File: src/rtl/count_sequencer_pkg.sv
// Shared definitions for the count sequencer: run-state encoding as seen on the state output.
package count_sequencer_pkg;

  localparam int unsigned StateW = 2;

  typedef enum logic [StateW-1:0] {
    StIdle  = 2'd0,
    StRun   = 2'd1,
    StPause = 2'd2
  } state_e;

endpackage

File: src/rtl/count_sequencer_tick_gen.sv
// Prescaler for the count sequencer: one tick every DIV enabled cycles, cleared on clr.
module tick_gen #(
  parameter int unsigned DIV   = 4,
  parameter int unsigned DIV_W = $clog2(DIV) + 1
) (
  input  logic clk,
  input  logic reset,
  input  logic en,
  input  logic clr,
  output logic tick
);

  localparam logic [DIV_W-1:0] Last = DIV_W'(DIV - 1);

  logic [DIV_W-1:0] cnt_q, cnt_d;

  assign tick = en && (cnt_q == Last);

  always_comb begin
    cnt_d = cnt_q;
    if (clr) begin
      cnt_d = '0;
    end else if (en) begin
      cnt_d = tick ? '0 : cnt_q + DIV_W'(1);
    end
  end

  always_ff @(posedge clk or negedge reset) begin
    if (!reset) begin
      cnt_q <= '0;
    end else begin
      cnt_q <= cnt_d;
    end
  end

endmodule

File: src/rtl/count_sequencer.sv
// Run controller for the pulse counter: start/stop/pause sequencing, bounded up/down
// counting on a prescaled tick, one-shot or continuous.
module count_sequencer
  import count_sequencer_pkg::*;
#(
  parameter int unsigned N     = 8,
  parameter int unsigned DIV   = 4,
  parameter int unsigned DIV_W = $clog2(DIV) + 1
) (
  input  logic         clk,
  input  logic         reset,
  input  logic         start,
  input  logic         stop,
  input  logic         pause,
  input  logic         mode_cont,
  input  logic         dir_down,
  input  logic [N-1:0] limit,
  output logic [N-1:0] q,
  output logic         busy,
  output logic         done,
  output logic         wrap,
  output logic [1:0]   state
);

  state_e       state_q, state_d;
  logic [N-1:0] q_q, q_d;
  logic [N-1:0] limit_q, limit_d;
  logic         cont_q, cont_d;
  logic         down_q, down_d;
  logic         busy_q, busy_d;
  logic         done_q, done_d;
  logic         wrap_q, wrap_d;

  logic         active;
  logic         tick;
  logic [N-1:0] term_val;
  logic [N-1:0] first_val;

  // The edge that releases pause already counts, so a P-cycle pause delays the run by P.
  assign active = ((state_q == StRun) || (state_q == StPause)) && !pause;

  tick_gen #(
    .DIV   (DIV),
    .DIV_W (DIV_W)
  ) u_tick_gen (
    .clk   (clk),
    .reset (reset),
    .en    (active),
    .clr   (start | stop),
    .tick  (tick)
  );

  assign term_val  = down_q ? '0 : limit_q;
  assign first_val = down_q ? limit_q : '0;

  always_comb begin
    state_d = state_q;
    q_d     = q_q;
    limit_d = limit_q;
    cont_d  = cont_q;
    down_d  = down_q;
    done_d  = 1'b0;
    wrap_d  = 1'b0;
    if (stop) begin
      state_d = StIdle;
    end else if (start) begin
      limit_d = limit;
      cont_d  = mode_cont;
      down_d  = dir_down;
      q_d     = dir_down ? limit : '0;
      state_d = StRun;
    end else begin
      case (state_q)
        StRun, StPause: begin
          if (pause) begin
            state_d = StPause;
          end else begin
            state_d = StRun;
            if (tick) begin
              if (q_q != term_val) begin
                q_d = down_q ? q_q - N'(1) : q_q + N'(1);
              end else if (cont_q) begin
                q_d    = first_val;
                wrap_d = 1'b1;
              end else begin
                done_d  = 1'b1;
                state_d = StIdle;
              end
            end
          end
        end
        default: state_d = StIdle;
      endcase
    end
    busy_d = (state_d != StIdle);
  end

  always_ff @(posedge clk or negedge reset) begin
    if (!reset) begin
      state_q <= StIdle;
      q_q     <= '0;
      limit_q <= '0;
      cont_q  <= 1'b0;
      down_q  <= 1'b0;
      busy_q  <= 1'b0;
      done_q  <= 1'b0;
      wrap_q  <= 1'b0;
    end else begin
      state_q <= state_d;
      q_q     <= q_d;
      limit_q <= limit_d;
      cont_q  <= cont_d;
      down_q  <= down_d;
      busy_q  <= busy_d;
      done_q  <= done_d;
      wrap_q  <= wrap_d;
    end
  end

  assign q     = q_q;
  assign busy  = busy_q;
  assign done  = done_q;
  assign wrap  = wrap_q;
  assign state = state_q;

endmodule
File: config.mk
export PLATFORM = sky130hd
export DESIGN_NAME = count_sequencer
export DESIGN_NICKNAME = d
export VERILOG_FILES = /design/src/rtl/count_sequencer_pkg.sv /design/src/rtl/count_sequencer_tick_gen.sv /design/src/rtl/count_sequencer.sv
export SDC_FILE = /design/constraint.sdc
export NUM_CORES = 1
export LEC_CHECK = 0
export BUFFER_PORTS_ARGS = -buffer_cell sky130_fd_sc_hd__clkbuf_2
export CAP_MARGIN = 20
export CORE_MARGIN = 2
export CORE_UTILIZATION = 40
export DETAILED_ROUTE_END_ITERATION = 8
export GPL_TIMING_DRIVEN = 0
export MAX_ROUTING_LAYER = met4
export REMOVE_ABC_BUFFERS = 1
export SLEW_MARGIN = 20
export SYNTH_ARGS = -nofsm -noshare
export SYNTH_HDL_FRONTEND = slang
export SYNTH_SLANG_ARGS = --single-unit
File: constraint.sdc
create_clock -name clk -period 3.2 [get_ports clk]
set_clock_uncertainty 0.15 [all_clocks]
set_input_delay 0.32 -clock clk [delete_from_list [all_inputs] [get_ports clk]]
set_output_delay 0.32 -clock clk [all_outputs]
set_load 0.01 [all_outputs]
# After elaboration in Yosys (flattened, before gate mapping)
# Index checks and enable logic that the tools add are counted.
# W data, S select, Z words.
# classes
addsub	3
mul	0
div_mod_pow	0
order_cmp	0
eq_ne	5
n_shift	0
mux	34
bitwise_logic	2
reduce_logical	12
# op_table
op	count
$mux W8	10
$mux W1	17
$mux W3	3
$add A8 B1 Y8 const B	1
$mux W2	4
$ne A8 B8 Y1	1
$reduce_bool A2 Y1	4
$sub A8 B1 Y8 const B	1
$reduce_and A5 Y1	1
$add A3 B1 Y3 const B	1
$eq A3 B2 Y1 const B	1
$reduce_bool A3 Y1	1
$eq A2 B1 Y1 const B	1
$eq A2 B2 Y1 const B	1
$logic_and A1 B1 Y1	2
$ne A2 B2 Y1 const B	1
$reduce_and A2 Y1	1
$reduce_or A2 Y1	1
$logic_not A1 Y1	1
$logic_or A1 B1 Y1	1
$not A1 Y1	1
$or A1 B1 Y1	1
# word_totals
ff_bits	26
latchBits	0
ramBits	0
rom_bits	0
inputBits	15
output_inout_bits	13
mem_count	0

# Depth between registers and ports, before layout
# Gate-level depths: netlist (run 1).
# logic_depth
depth_word	10
depth_mapped	10
depth_no_buf	8

# Modules after synthesis
# A second synthesis (run 1) with hierarchy kept.
# hier_totals
hier_cells	187
area_unflattened_um2	1729.2
# by_module_without_submodules
module	n_inst	cells_each	area_per_inst_um2	seq_area_each_um2
count_sequencer	1	173	1584.0	575.6
tick_gen	1	14	145.1	75.1

# Worst setup path before layout (run 1)
# No wires, ideal clock.
# synth_timing
path_kind	register to register
startpoint	register down_q
endpoint	register q_q[6] (netlist: q[6])
setup_ns	0.082
arrival_time_ns	2.263
required_ns	2.968
slack_ns	0.705
stages_incl_launch_ff	11
period_less_slack_ns	2.495
cell_sequence	dfrtp_1 -> buf_6 -> buf_2 -> inv_1 -> fa_1 -> nor2b_1 -> o31a_1 -> o21a_1 -> nor3_1 -> or4b_1 -> a31oi_1
# synth_between
elab_chain_cells	7
elab_cells_between_ends	12
classes_between	eq/ne: 1; mux: 9; reduce/logical: 2
# synth_rtl
element	line	rtl
start: declaration	count_sequencer.sv:29	logic down_q, down_d;
start signal: assignment	count_sequencer.sv:113	down_q <= down_d;
$mux W8, on equally long branches	count_sequencer.sv:53, count_sequencer.sv:54	
$ne A8 B8 Y1 / $mux W8 (equally long branches)	count_sequencer.sv:80, count_sequencer.sv:82	
$mux W8	count_sequencer.sv:80	if (q_q != term_val) begin
$mux W8	count_sequencer.sv:79	if (tick) begin
$mux W8	count_sequencer.sv:75	if (pause) begin
$mux W8	count_sequencer.sv:73	case (state_q)
$mux W8	count_sequencer.sv:66	end else if (start) begin
end signal: assignment	count_sequencer.sv:110	q_q <= q_d;
end: declaration	count_sequencer.sv:26	logic [N-1:0] q_q, q_d;
# Several ways; a longest one is shown, not always the timed one. The select of a mux whose other input is x is not followed.
# A chain may end at the register's enable or synchronous reset.

# Worst setup path in the final report (run 1)
# Same ends and word-level chain as after synthesis.

==> results.toml, run 1 <==
[pwr]
peakVddDrop_mv = 0.1991
p_leak_uw = 0.0008715
power.total_uw = 1229
powerDensity_mw_per_mm2 = 601.7

[clock_network]
clockRootBuffer = "clkbuf_8"
cts.path.max_buffers = 2
clkLatencyLatePin_ns = 0.27
cts_buffers = 3
cts.htree.levels = 1
postCtsHoldBufs = 1
cts.repair.resized = 0
cts_tree = "done"
cts_setup_buffers = 0
clk_pin_slew_ns = 0.10
clock_sinks = 26

[timing]
drv_slew = 0
finalHoldViolations = 0
setup_slack_ns = 0.2982
min_period_over_period_pct = 90.68
setup_tns_ns = 0
clock.fmax_mhz = 344.6
setup_viol = 0
worst_pin_slew_ns = 0.7926
rsz0062_at_grt = "no"
relSlewSlack_pct = 46.59
min_period_ns = 2.902
fin_hold_ws_ns = 0.1184

[detailed_routing]
avgViaCountPerCell = 5.874
drc_errors = 0
wire_per_inst_um = 16.17
ant_nets = 0
vias = 1627
wl_um = 4479
dr.first_iter.drc_count = 121
drtPass1Iterations = 4

[worst_setup_path]
cp.arrival_ns = 2.95
path_max_fanout = 23
path_class = "reg2reg"
ff2ff_path_depth = 8
r2r_setup_slack_ns = 0.30
critPathRequiredTime_ns = 3.25
cp-start-kind = "flip-flop"
end_kind = "flip-flop"
r2r_end = "q[6]"
regToRegStartpoint = "down_q"

[yosys]
syn_area_mm2 = 0.001814
synth_top_area_share_pct = 35.86
yosys-top-cells-count = "dfrtp_1 (26), nand2_1 (16), nor2_1 (16)"
syn_area_per_cell_um2 = 8.981
synth_top_cell_by_area = "dfrtp_1"
synth_most_common_cell = "dfrtp_1"
ys_types = 52
ys_seq_elements = 26
synthArstFlopShare_pct = 100.0
yosysSeqAreaShare_pct = 35.86
synth_top_flop_cell = "dfrtp_1"
ys.warnings.count = 0
synthTopCellsByArea = "dfrtp_1 (36%), ha_1 (4.8%), a31oi_1 (4.1%)"
synth-edff-count = 0
syn_inst = 202

[global_routing]
grt_overflow_total = 0
grt_start_max_net_pins = 27
grt_pass1_wl_um = 7576
antenna_found_initial = 0
grt_pass1_vias = 1521
grtUsageTotal_pct = 19.37

[status]
status = "finished clean"

[worst_hold_path]
hold_end = "limit_q[1]"
min_from = "limit[1]"
whs_path_depth = 3
hold_class = "in2reg"

[floorplan]
core_area_mm2 = 0.004354
std_cell_rows = 24
initial_core_util_pct = 41.67
die_y_um = 71.35
die_area_mm2 = 0.005090
die_w_um = 71.35
io_pins = 28

[placement]
io_buffers = 27
place_ws_ns = 0.3231
gp_congestion = 0.8595
hpwl_um = 3226

[layout]
areaGrowthSynthToFinish_pct = 12.55
drive_above_1_share_pct = 19.56
nets = 249
antenna_cells = 0
final_core_util_pct = 46.90
fillers = 422

[flow_run]
cap_violations = 0
through the flow:
| step | cells | cell area, um2 |
|---|---|---|
| 3_3_place_gp | 271 | 1953 |
| 5_1_grt | 277 | 2042 |
| 3_5_place_dp | 272 | 1961 |
| 6_report | 277 | 2042 |
| 2_1_floorplan | 192 | 1753 |
| 4_1_cts | 277 | 2042 |
layout make-up:
class	count	area (um2)	share of cell area [%]
timing repair buffer	29	152.6	7.475
multi-input combinational	156	1065	52.14
sequential	26	650.6	31.86
clock inverter	1	30.03	1.471
tap	52	65.06	3.186
clock buffer	3	41.29	2.022
inverter	10	37.54	1.838
cell families (layout without fill, tap and decap cells):
logic type	count (synthesis)	after routing	share of synthesized area [%]
muxes	6	6	3.655
xor gates and xnor gates	7	7	3.379
adders and majority gates	8	8	5.931
buffers and inverters	20	43	5.448
DFF	26	26	35.86
AOI/OAI and AO/OA	61	61	23.10
and+or+nand+nor	74	74	22.62
how the worst max path moves through the flow:
stage	from	to	slack, ns
floorplan	down_q	q[6]	0.67
global placement	down_q	q[6]	0.33
detailed placement	down_q	q[6]	0.32
CTS	down_q	q[6]	0.29
global route	down_q	q[6]	0.12
finish	down_q	q[6]	0.30
cells in the final DEF (no fill, tap or decap), types with 2 or more instances in the layout:
master and n:
nand2b_1 2, nand3_1 8, mux2_2 5, nor3_1 5
clkbuf_2 27, clkbuf_8 3, xor2_1 2, a21oi_1 13
nor4_1 5, o21ai_0 13, a211oi_1 2, nand4_1 2
a311oi_1 2, ha_1 7, nand2_1 16, o2111ai_1 2
and3_1 4, nor2b_1 6, dfrtp_1 26, o21a_1 2
xnor2_1 5, nor2_1 16, inv_1 10, a31oi_1 12
flip-flops by register name, summed over array words and instances (netlist names):
| register | flops |
|---|---|
| limit_q | 8 |
| q | 8 |
| u_tick_gen.cnt_q | 3 |
| state | 2 |
| busy | 1 |
| cont_q | 1 |
| done | 1 |
| down_q | 1 |
| wrap | 1 |
power breakdown:
part | switching [uW] | leakage, uW | internal, uW
Sequential | 81.6 | 0.000323 | 375
Clock | 109 | 0.0000357 | 167
Combinational | 280 | 0.000513 | 216
per-layer routing:
metal | part of all wire (%) | track usage (%) | vias to the layer above
met5 | 0 | - | -
met4 | 0.89 | 6.289 | 0
met3 | 3.7 | 1.828 | 2
met2 | 45 | 27.57 | 36
met1 | 50 | 28.95 | 786
li1 | - | - | 803
worst max-delay path: stages, from the launching register on:
cell and delay [ns]:
dfrtp_1 0.88, inv_1 0.20, fa_1 0.48, nor2b_1 0.17, o31a_1 0.17, o21a_1 0.13
nor3_1 0.04, or4b_1 0.46, a31oi_1 0.17
(Power assumes the default switching activity.)
==> run 2, diff against run 1 <==
SYNTH_HIERARCHICAL = 1   (was not set)
==> results.toml, run 2 <==
[global_routing]
grt_pass1_vias = 1572
grt_start_max_net_pins = 27
grt_overflow_total = 0
grt_pass1_wl_um = 7424
grtUsageTotal_pct = 19.30
antenna_found_initial = 0

[pwr]
p_leak_uw = 0.0008525
power.total_uw = 1252
p_comb_share_pct = 45.1
power.internal_uw = 750.8
sw_frac_of_total_pct = 40.02
p_switching_uw = 501.0
power_frac_clock_pct = 17.3
peakVddDrop_mv = 0.2787
powerDensity_mw_per_mm2 = 638.1
seq_power_share_pct = 37.6

[worst_hold_path]
hold_class = "in2reg"

[clock_network]
cts.htree.levels = 1
clock_sinks = 26
clockRootBuffer = "clkbuf_8"
cts_setup_buffers = 0
clk_pin_slew_ns = 0.09
clkLatencyLatePin_ns = 0.27
cts.path.max_buffers = 2
cts_buffers = 3
cts_tree = "done"

[layout]
areaGrowthSynthToFinish_pct = 13.46
layout_common_cells = "clkbuf_2 (27), dfrtp_1 (26), nand2_1 (17)"
instances_no_fill = 263
antenna_cells = 0
final_common_cell = "clkbuf_2"
drive_above_1_share_pct = 20.66
nets = 237
final_area_mm2 = 0.001962

[worst_setup_path]
crit_top_cell = "nor2_1"
max_stage_delay_ns = 0.40
path_cells = "xnor2_1 > nor2_1 > nand2_1 > nor2_1 > or3b_1 > a21oi_1 > o31a_2 > nand2_2 > o211ai_1"
cp-start-kind = "flip-flop"
critPathRequiredTime_ns = 3.24
end_kind = "flip-flop"
path_class = "reg2reg"
r2r_setup_slack_ns = 0.33
cp.arrival_ns = 2.90
crit_path_top_delay_cell = "dfrtp_1"
path_max_fanout = 9

[yosys]
ys_types = 46
syn_area_mm2 = 0.001729
synth-edff-count = 0
yosys-top-cells-count = "dfrtp_1 (26), nand2_1 (17), nor2_1 (13)"
ys.warnings.count = 6
synth_top_flop_cell = "dfrtp_1"
synth_most_common_cell = "dfrtp_1"
synth_top_cell_by_area = "dfrtp_1"
syn_area_per_cell_um2 = 9.247
synth_top_area_share_pct = 37.63
syn_inst = 187
ys_seq_elements = 26
synthTopCellsByArea = "dfrtp_1 (38%), mux2_2 (5.9%), ha_1 (5.1%)"
yosysSeqAreaShare_pct = 37.63
synthArstFlopShare_pct = 100.0

[floorplan]
die_w_um = 69.75
core_area_mm2 = 0.004086
die_y_um = 69.75
initial_core_util_pct = 42.31
die_area_mm2 = 0.004865
io_pins = 28
std_cell_rows = 23

[detailed_routing]
wire_per_inst_um = 16.48
drc_errors = 0
dr.first_iter.drc_count = 130
drtPass1Iterations = 4
avgViaCountPerCell = 5.935
vias = 1561
wl_um = 4335
ant_nets = 0

[placement]
place_ws_ns = 0.1954
hpwl_um = 3189
io_buffers = 27
dp.cells = 258
gp_congestion = 0.8333
placed_area_mm2 = 0.001896

[status]
status = "finished clean"

[timing]
worst_pin_slew_ns = 1.073
rsz0062_at_grt = "no"
drv_slew = 0
clock.fmax_mhz = 348.9
setup_slack_ns = 0.3338
setup_tns_ns = 0
finalHoldViolations = 0
min_period_over_period_pct = 89.57
setup_viol = 0
min_period_ns = 2.866
relSlewSlack_pct = 28.19

[flow_run]
cap_violations = 0
-- run 2: layer usage --
metal | wire [um] | part of all wire [%] | global-route usage [%]
met4 | 45 | 1.0 | 5.556
met1 | 2012 | 46 | 25.84
met2 | 1994 | 46 | 30.98
met3 | 283 | 6.5 | 2.326
met5 | 0 | 0 | -
-- run 2: timing repair --
action                                  CTS  global route
endpoints found under the hold margin    26             0
hold buffers                              1             0
resized for setup                         0             1
endpoints found under the setup margin    0             6
-- run 2: metrics by stage --
step	hold slack, ns	utilization [%]
after floorplan	-0.1256	-
after global placement	0.2165	46.39
after detailed placement	0.2323	46.39
after CTS	0.09525	47.98
after global routing	0.1115	48.01
final	0.1006	48.01
-- run 2: power by group through the flow --
stage | logic (uW) | clock network [uW] | registers [uW]
floorplan | 399 | 0 | 471
global placement | 537 | 0 | 473
detailed placement | 558 | 0 | 475
CTS | 564 | 221 | 469
global route | 633 | 237 | 482
finish | 565 | 217 | 470
-- run 2: cell families after synthesis --
family | Yosys count | synth area share (%)
fa+ha+maj | 8 | 6.223
mux | 11 | 7.019
compound gates | 48 | 20.04
buf+inv | 15 | 3.762
xor+xnor | 9 | 4.559
flops | 26 | 37.63
simple gates | 70 | 20.77
-- run 2: worst max-delay path, delay by kind of cell, from the launching register on --
family / cells / cell delay [ns]
AO/OA/AOI/OAI: 3 / 0.87
XOR/XNOR: 1 / 0.19
flip-flops: 1 / 0.40
AND/OR/NAND/NOR: 5 / 1.17
-- run 2: layout make-up --
cell class	count	area (um2)
sequential	26	650.6
inverter	9	33.78
clock buffer	4	55.05
fill	397	2125
multi-input combinational	146	1015
timing repair buffer	28	145.1
tap	50	62.56
-- run 2: path summary, 6_finish.rpt --
check	startpoint	end	cells after the start
worst max-delay path	state[0]	q[2]	9
worst min-delay path	stop	busy	2
worst max register to register	state[0]	q[2]	9
worst min register to register	limit_q[4]	limit_q[4]	1
max in group asynchronous	reset	q[2]	2
min in group asynchronous	reset	limit_q[5]	2
==> run 3, diff against run 2 <==
CORE_UTILIZATION = 56   (was 40)
PLACE_DENSITY = 0.84   (was not set)
clock period = 2.7 ns   (was 3.2 ns; I/O delays follow)
==> results.toml, run 3 (synthesized netlist as in run 2, its figures left out) <==
[detailed_routing]
avgViaCountPerCell = 6.208
drtPass1Iterations = 4
vias = 1552
ant_nets = 0
wl_um = 3867
dr.first_iter.drc_count = 79
drc_errors = 0
wire_per_inst_um = 15.47

[worst_setup_path]
path_max_fanout = 21
r2r_setup_slack_ns = 0.12
regToRegStartpoint = "down_q"
critPathRequiredTime_ns = 2.76
cp-start-kind = "flip-flop"
cp.arrival_ns = 2.63
path_class = "reg2reg"
ff2ff_path_depth = 6
r2r_end = "q[6]"
end_kind = "flip-flop"

[timing]
setup_viol = 0
min_period_over_period_pct = 95.42
worst_pin_slew_ns = 0.9689
relSlewSlack_pct = 35.17
setup_slack_ns = 0.1236
min_period_ns = 2.576
rsz0062_at_grt = "no"
drv_slew = 0
finalHoldViolations = 0
clock.fmax_mhz = 388.1

[floorplan]
io_pins = 28
die_y_um = 59.57
std_cell_rows = 20
initial_core_util_pct = 57.58
core_area_mm2 = 0.003003
die_area_mm2 = 0.003548
die_w_um = 59.57

[global_routing]
grt_overflow_total = 0
grt-busiest-layer = "met2"
use_met2_pct = 42.07
grt_pass1_wl_um = 6589
grtUsageTotal_pct = 25.67
grtUsageMet1_pct = 31.45
grt_pass1_vias = 1494
antenna_found_initial = 0
grt_use_met3_pct = 2.838
grt_start_max_net_pins = 27

[layout]
final_common_cell = "clkbuf_2"
antenna_cells = 0
final_area_mm2 = 0.001968
areaGrowthSynthToFinish_pct = 13.82
layout_common_cells = "clkbuf_2 (27), dfrtp_1 (25), nand2_1 (17)"
drive_above_1_share_pct = 23.96
nets = 242
final_core_util_pct = 65.54

[pwr]
powerDensity_mw_per_mm2 = 702.8
peakVddDrop_mv = 0.4361
p_leak_uw = 0.0008637

[placement]
gp_congestion = 0.8931
hpwl_um = 2770
io_buffers = 27
placed_area_mm2 = 0.001874
place_ws_ns = -0.2280

[worst_hold_path]
hold_end = "limit_q[7]"
min_from = "limit[7]"
hold_class = "in2reg"
whs_path_depth = 3

[clock_network]
cts.path.max_buffers = 2
clock_sinks = 26
clkLatencyLatePin_ns = 0.32
clockRootBuffer = "clkbuf_4"
cts_tree = "done"
clk_pin_slew_ns = 0.13
cts_buffers = 3
cts.htree.levels = 1

[flow_run]
cap_violations = 0

[status]
status = "finished clean"
==> run 3: changes by cell type in the layout (fill, tap and decap cells not counted), moves of 2 or more <==
cell      delta
clkbuf_4     +3
nor2_1       -2
clkbuf_8     -4
nor2_2       +2
buf_4        +4
==> run 3: worst max-delay path, cell delays in order (launching register included) <==
cell      delay, ns
dfrtp_4        0.62
or4_1          0.58
a311o_1        0.40
o31a_2         0.36
buf_4          0.17
nand4_1        0.09
o211ai_1       0.10
==> run 3: how the worst max path moves through the flow <==
stage,start,endpoint,slack [ns],cells after the start
6_report,down_q,q[6],0.12,6
5_1_grt,state[1],q[4],0.001,10
4_1_cts,state[1],q[2],0.08,10
3_5_place_dp,state[1],q[2],-0.23,9
3_3_place_gp,state[1],q[2],-0.20,9
2_1_floorplan,state[1],q[7],0.16,9
==> run 3: power breakdown <==
| part | internal, uW | switching [uW] | total (uW) |
|---|---|---|---|
| clock network | 52.3 | 111 | 163 |
| logic | 310 | 352 | 662 |
| registers | 455 | 102 | 558 |
==> run 3: layout make-up <==
| type | instances | area (um2) |
|---|---|---|
| Multi-Input combinational cell | 146 | 1031 |
| Clock buffer | 3 | 22.52 |
| Sequential cell | 26 | 654.4 |
| Fill cell | 250 | 1035 |
| Tap cell | 33 | 41.29 |
| Timing Repair Buffer | 33 | 185.2 |
| Inverter | 9 | 33.78 |
==> run 3: stage by stage <==
stage                     TNS, ns  total power, uW  instances  hold WS [ns]
after floorplan                 0             1032        181       -0.1756
after CTS                       0             1377        248      0.004901
final                           0             1383        250      0.009901
after global placement     -1.323             1193        241        0.1772
after detailed placement   -1.409             1207        241        0.1777
after global routing            0             1504        250       0.01009
==> run 3: layer usage <==
layer  wire length, um  part of all wire [%]
met5                 0                     0
met4                63                   1.6
met3               197                   5.1
met2              1906                    49
met1              1699                    44
==> run 3: what timing repair did <==
action	CTS	global route
hold endpoints to repair	27	0
setup endpoints to repair	7	7
resized for setup	3	4
hold buffers	2	0
pin swaps	0	2
setup buffers	2	2
